<file path="src/rtl/slave_sync_addr_fifo.sv">
// Single-clock AXI4 slave address-channel FIFO with valid/ready on both sides,
// optional first-word-fall-through output stage, exact water level and almost flags.
module slave_sync_addr_fifo #(
   parameter int DATA_WIDTH       = 46,
   parameter int DEPTH_WIDTH      = 6,
   parameter int ALMOST_FULL_NUM  = 60,
   parameter int ALMOST_EMPTY_NUM = 4,
   parameter int FWFT             = 1
) (
   input  logic                   clk,
   input  logic                   rstn,
   input  logic                   flush,
   input  logic [DATA_WIDTH-1:0]  s_data,
   input  logic                   s_valid,
   output logic                   s_ready,
   output logic [DATA_WIDTH-1:0]  m_data,
   output logic                   m_valid,
   input  logic                   m_ready,
   output logic [DEPTH_WIDTH:0]   water_level,
   output logic                   full,
   output logic                   empty,
   output logic                   almost_full,
   output logic                   almost_empty,
   output logic                   rd_underflow
);

   localparam int LW = DEPTH_WIDTH + 1;
   localparam logic [LW-1:0] LEVEL_FULL = LW'(1 << DEPTH_WIDTH);
   localparam logic [LW-1:0] LEVEL_AF   = LW'(ALMOST_FULL_NUM);
   localparam logic [LW-1:0] LEVEL_AE   = LW'(ALMOST_EMPTY_NUM);

   logic [DATA_WIDTH-1:0]  mem_q [1 << DEPTH_WIDTH];
   logic [DEPTH_WIDTH-1:0] wrPtr_q, wrPtr_d;
   logic [DEPTH_WIDTH-1:0] rdPtr_q, rdPtr_d;
   logic [LW-1:0]          level_q, level_d;
   logic [DATA_WIDTH-1:0]  mData_q, mData_d;
   logic                   mValid_q, mValid_d;
   logic                   underflow_q, underflow_d;
   logic                   readyEn_q;
   logic                   push, pop, memHasData;

   assign full         = (level_q == LEVEL_FULL);
   assign empty        = (level_q == '0);
   assign almost_full  = (level_q >= LEVEL_AF);
   assign almost_empty = (level_q <= LEVEL_AE);
   assign s_ready      = !full && readyEn_q;
   assign m_data       = mData_q;
   assign m_valid      = mValid_q;
   assign water_level  = level_q;
   assign rd_underflow = underflow_q;

   // In FWFT mode the output stage holds one of the counted entries, so the
   // array still has data only while the level exceeds the stage occupancy.
   assign memHasData = (level_q > LW'(mValid_q));

   always_comb begin
      wrPtr_d     = wrPtr_q;
      rdPtr_d     = rdPtr_q;
      level_d     = level_q;
      mData_d     = mData_q;
      mValid_d    = mValid_q;
      underflow_d = underflow_q;
      push        = s_valid && s_ready;
      pop         = 1'b0;

      if (FWFT != 0) begin
         pop = mValid_q && m_ready;
         if (!mValid_q || pop) begin
            if (memHasData) begin
               mValid_d = 1'b1;
               mData_d  = mem_q[rdPtr_q];
               rdPtr_d  = rdPtr_q + DEPTH_WIDTH'(1);
            end else begin
               mValid_d = 1'b0;
            end
         end
      end else begin
         pop      = m_ready && !empty;
         mValid_d = pop;
         if (pop) begin
            mData_d = mem_q[rdPtr_q];
            rdPtr_d = rdPtr_q + DEPTH_WIDTH'(1);
         end
         if (m_ready && empty) begin
            underflow_d = 1'b1;
         end
      end

      if (push) begin
         wrPtr_d = wrPtr_q + DEPTH_WIDTH'(1);
      end
      if (push && !pop) begin
         level_d = level_q + LW'(1);
      end else if (!push && pop) begin
         level_d = level_q - LW'(1);
      end

      if (flush) begin
         wrPtr_d     = '0;
         rdPtr_d     = '0;
         level_d     = '0;
         mData_d     = '0;
         mValid_d    = 1'b0;
         underflow_d = 1'b0;
      end
   end

   always_ff @(posedge clk or negedge rstn) begin
      if (!rstn) begin
         wrPtr_q     <= '0;
         rdPtr_q     <= '0;
         level_q     <= '0;
         mData_q     <= '0;
         mValid_q    <= 1'b0;
         underflow_q <= 1'b0;
         readyEn_q   <= 1'b0;
      end else begin
         wrPtr_q     <= wrPtr_d;
         rdPtr_q     <= rdPtr_d;
         level_q     <= level_d;
         mData_q     <= mData_d;
         mValid_q    <= mValid_d;
         underflow_q <= underflow_d;
         readyEn_q   <= 1'b1;
      end
   end

   // Storage needs no reset; pointers and level define which words are live.
   always_ff @(posedge clk) begin
      if (push && !flush) begin
         mem_q[wrPtr_q] <= s_data;
      end
   end

endmodule

</file>
<file path="config.mk">
export PLATFORM = sky130hd
export DESIGN_NAME = slave_sync_addr_fifo
export DESIGN_NICKNAME = d
export VERILOG_FILES = /design/src/rtl/slave_sync_addr_fifo.sv
export SDC_FILE = /design/constraint.sdc
export NUM_CORES = 2
export LEC_CHECK = 0
export CORE_MARGIN = 2
export CORE_UTILIZATION = 55
export CTS_BUF_LIST = sky130_fd_sc_hd__clkbuf_8
export DETAILED_ROUTE_END_ITERATION = 7
export HOLD_SLACK_MARGIN = 0.05
export PLACE_DENSITY = 0.69
export SYNTH_ARGS = -nofsm -noshare
export SYNTH_HDL_FRONTEND = slang
export SYNTH_SLANG_ARGS = --single-unit
</file>
<file path="constraint.sdc">
create_clock -name clk -period 10.55 [get_ports clk]
set_input_delay 2.11 -clock clk [delete_from_list [all_inputs] [get_ports clk]]
set_output_delay 2.11 -clock clk [all_outputs]
set_load 0.005 [all_outputs]
</file>
==> impl_results.md <==
* DP Area at 119700 µm²
* Fraction of registers with async set/reset at 2.225%
* CTS Buffer Depth at 4
* Area grow syn2layout at 11.26%
* Initial antenna violation count at 33
* Crit. End Element: flip-flop
* Critical Path AT at 5840 ps
* TritonCTS Sinks at 3011
* DP Wirelength at 173.3 mm
* Iter 0 DRT Violations at 9369
* Post_cts resized at 0
* GP Congestion at 0.8584
* Vias per cell at 6.569
* Synth area leader: edfxtp_1
* Post-Synthesis Cells at 4759
* Initial Utilization at 55.43%
* Sw Pwr at 0.008601 W
* Final Hold Fails at 0
* Io pins at 111
* Largest net degree at the start of global routing at 129
* Yosys cell types at 56
* First-pass DRT Iterations at 6
* H-Tree Depth at 5
* Port bufs at 109
* GR Util All Layers at 28.46%
* Yosys top cell area share at 76.86%
* Most common cell after layout, fill and taps aside: edfxtp_1
* Post-Synthesis Cell Area at 115000 µm²
* Yosys warning total at 0
* # hold bufs at CTS at 0
* Setup TNS at 0 ps
* Period minus WS final at 5112 ps
* Hold Path Cell Cnt at 2
* Yosys reg bits at 3011
* EDFF count, synth at 2944
* Setup Skew at 90.15 ps
* Syn avg cell area at 24.17 µm²
* Critical path startpoint category: input port
* Postcts setup bufs at 0
* Clock power frac at 29.9%
* Sw frac at 29.23%
* Num CTS Buffers at 471
* Status: finished, final reports clean
* Primary FF master, synth: edfxtp_1
* Critical R2R Launch: rdPtr_q[0]
* Final setup fails at 0
* Static Leakage at 39.25 nW
* # Max-Cap Violations at 0
* RSZ-0062 raised after global routing: no
* Final wirelength at 299.1 mm
* WS Path Type: in2reg
* CTS tree: yes
* Cell Pwr Density at 230.0 nW/µm²
* Crit path from: s_valid
* Min-delay worst type: reg2reg
* # fillers at 13870
* Core area at 207500 µm²
* Critical path endpoint: mem_q[42][10]
* Top cells by area, synth: edfxtp_1 77%, mux4_2 17%, dfrtp_1 1.5%
* Post-synthesis net count at 4820
* Vias in the first global route at 53580
* Final period util at 48.45%
* First-pass GRT wire length at 415.9 mm
* Comb pwr share at 24.1%
* Residual DRC at 0
* Chip Width at 461.3 µm
* Detailed-route via count at 54960
* R2R cell count at 8
* Final Cell Area at 128000 µm²
* Required time of the critical path at 11280 ps
* Maximum vdd drop at 0.1971 mV
* Crit-path max FO at 30
* Clock Latency Late Sink at 1180 ps
* Worst-path clk slew at 60 ps
* Worst R2R Setup Slack at 5870 ps
* Seq/Total Area, Yosys at 78.32%
* R2R Path End: m_data[43]
* Nets at 5270
* Fraction of layout cells with a size suffix above 1 at 30.16%
* Antenna-violating nets left at 0
* Relative slew margins at 14.16%
* FMAX at 195.6 MHz
* Die height at 461.3 µm
* GRT Residual Overflow at 0
* Die Area at 212800 µm²
* Power Internal at 0.02083 W
* Wire per inst at 35.75 µm
* Row count at 167
* Root Buffer: clkbuf_8
* Sequential power share at 46.1%
* Worst slew pin tran at 1283 ps
* Most frequent cells in the layout: 2944 x edfxtp_1, 871 x mux4_2, 483 x clkbuf_8
* Slew Viols, Final at 0
==> final cells by class <==
| type | count | area (µm²) | share of cell area [%] |
|---|---|---|---|
| Inverter | 6 | 22.52 | 0.01760 |
| Sequential cell | 3011 | 90100 | 70.41 |
| Timing Repair Buffer | 238 | 2032 | 1.588 |
| Clock buffer | 483 | 6648 | 5.195 |
| Multi-Input combinational cell | 1481 | 24040 | 18.79 |
| Antenna cell | 9 | 22.52 | 0.01760 |
| Tap cell | 2788 | 3488 | 2.726 |
| Clock inverter | 351 | 1610 | 1.258 |
==> metrics by stage <==
step / instances / setup WS, ps / power, W / util (%) / hold WS (ps)
6_report: 8367 / 5438 / 0.02943 / 61.67 / 615.0
5_1_grt: 8360 / 5284 / 0.03033 / 61.67 / 649.7
4_1_cts: 8358 / 5322 / 0.02958 / 61.66 / 613.6
3_5_place_dp: 7524 / 4418 / 0.02090 / 57.68 / 596.2
3_3_place_gp: 7524 / 4493 / 0.02089 / 57.68 / 585.6
2_1_floorplan: 4759 / 2466 / 0.01821 / - / 470.4
==> worst max-delay path, cell delays in order <==
cell	delay, ps
clkdlybuf4s50_1	500
nand3_1	560
nor2_1	560
nand3_1	710
nor2_4	770
buf_4	550
==> cell families (layout without fill, tap and decap cells) <==
group           Yosys count  count (layout)  share of synthesized area [%]
compound gates          185             185                          1.100
mux                     972             972                          17.94
fa+ha+maj                10              10                         0.1153
flops                  3011            3011                          78.32
xor+xnor                 14              14                         0.1066
other cells               2              11                       0.006529
simple gates            298             298                          1.206
buf+inv                 267            1078                          1.206
==> power groups by stage <==
stage	Sequential (W)	Combinational (W)	Clock [W]
3_5_place_dp	0.0138	0.00710	0
6_report	0.0136	0.00708	0.00879
2_1_floorplan	0.0135	0.00466	0
3_3_place_gp	0.0138	0.00709	0
5_1_grt	0.0136	0.00737	0.00941
4_1_cts	0.0136	0.00712	0.00890
==> worst min path at each step <==
stage / startpoint / to / slack, ps
after floorplan: m_data[23] / m_data[23] / 470
after global placement: water_level[4] / water_level[4] / 590
after detailed placement: water_level[5] / water_level[5] / 600
after CTS: water_level[5] / water_level[5] / 610
after global routing: m_data[15] / m_data[15] / 650
final: water_level[5] / water_level[5] / 620
==> registers in the layout, indices dropped and copies added, names as in the netlist <==
| name | cells |
|---|---|
| mem_q | 2944 |
| m_data | 46 |
| water_level | 7 |
| rdPtr_q | 6 |
| wrPtr_q | 6 |
| m_valid | 1 |
| readyEn_q | 1 |
==> synth_stat cells, types with 5 or more instances <==
cell type,count
o21ai_0,47
nand3_1,31
a22oi_1,34
nand2b_1,7
buf_1,42
o22ai_1,7
and3_1,8
or3_1,12
clkbuf_1,76
a2111oi_0,6
xor2_1,7
nor2_1,101
a31oi_1,6
nor3_1,11
ha_1,9
a21oi_1,22
a211oi_1,5
buf_4,50
nand3b_1,6
and2_1,6
inv_1,5
dfrtp_1,67
buf_2,80
a221oi_1,16
edfxtp_1,2944
o211ai_1,11
buf_6,13
xnor2_1,7
nor4_1,9
mux2_2,5
mux2i_1,96
nor2b_1,15
mux4_2,871
a22o_1,6
o221ai_1,5
nand2_1,82
==> metal layers <==
layer / wire length, µm / up-vias / track usage (%) / share of wire, %
li1: - / 21470 / - / -
met1: 113500 / 29380 / 42.88 / 38
met2: 137600 / 3658 / 41.81 / 46
met3: 38020 / 445 / 6.389 / 13
met4: 9932 / 4 / 9.629 / 3.3
met5: 24 / - / 0 / 0.0080
(Power assumes the default switching activity.)
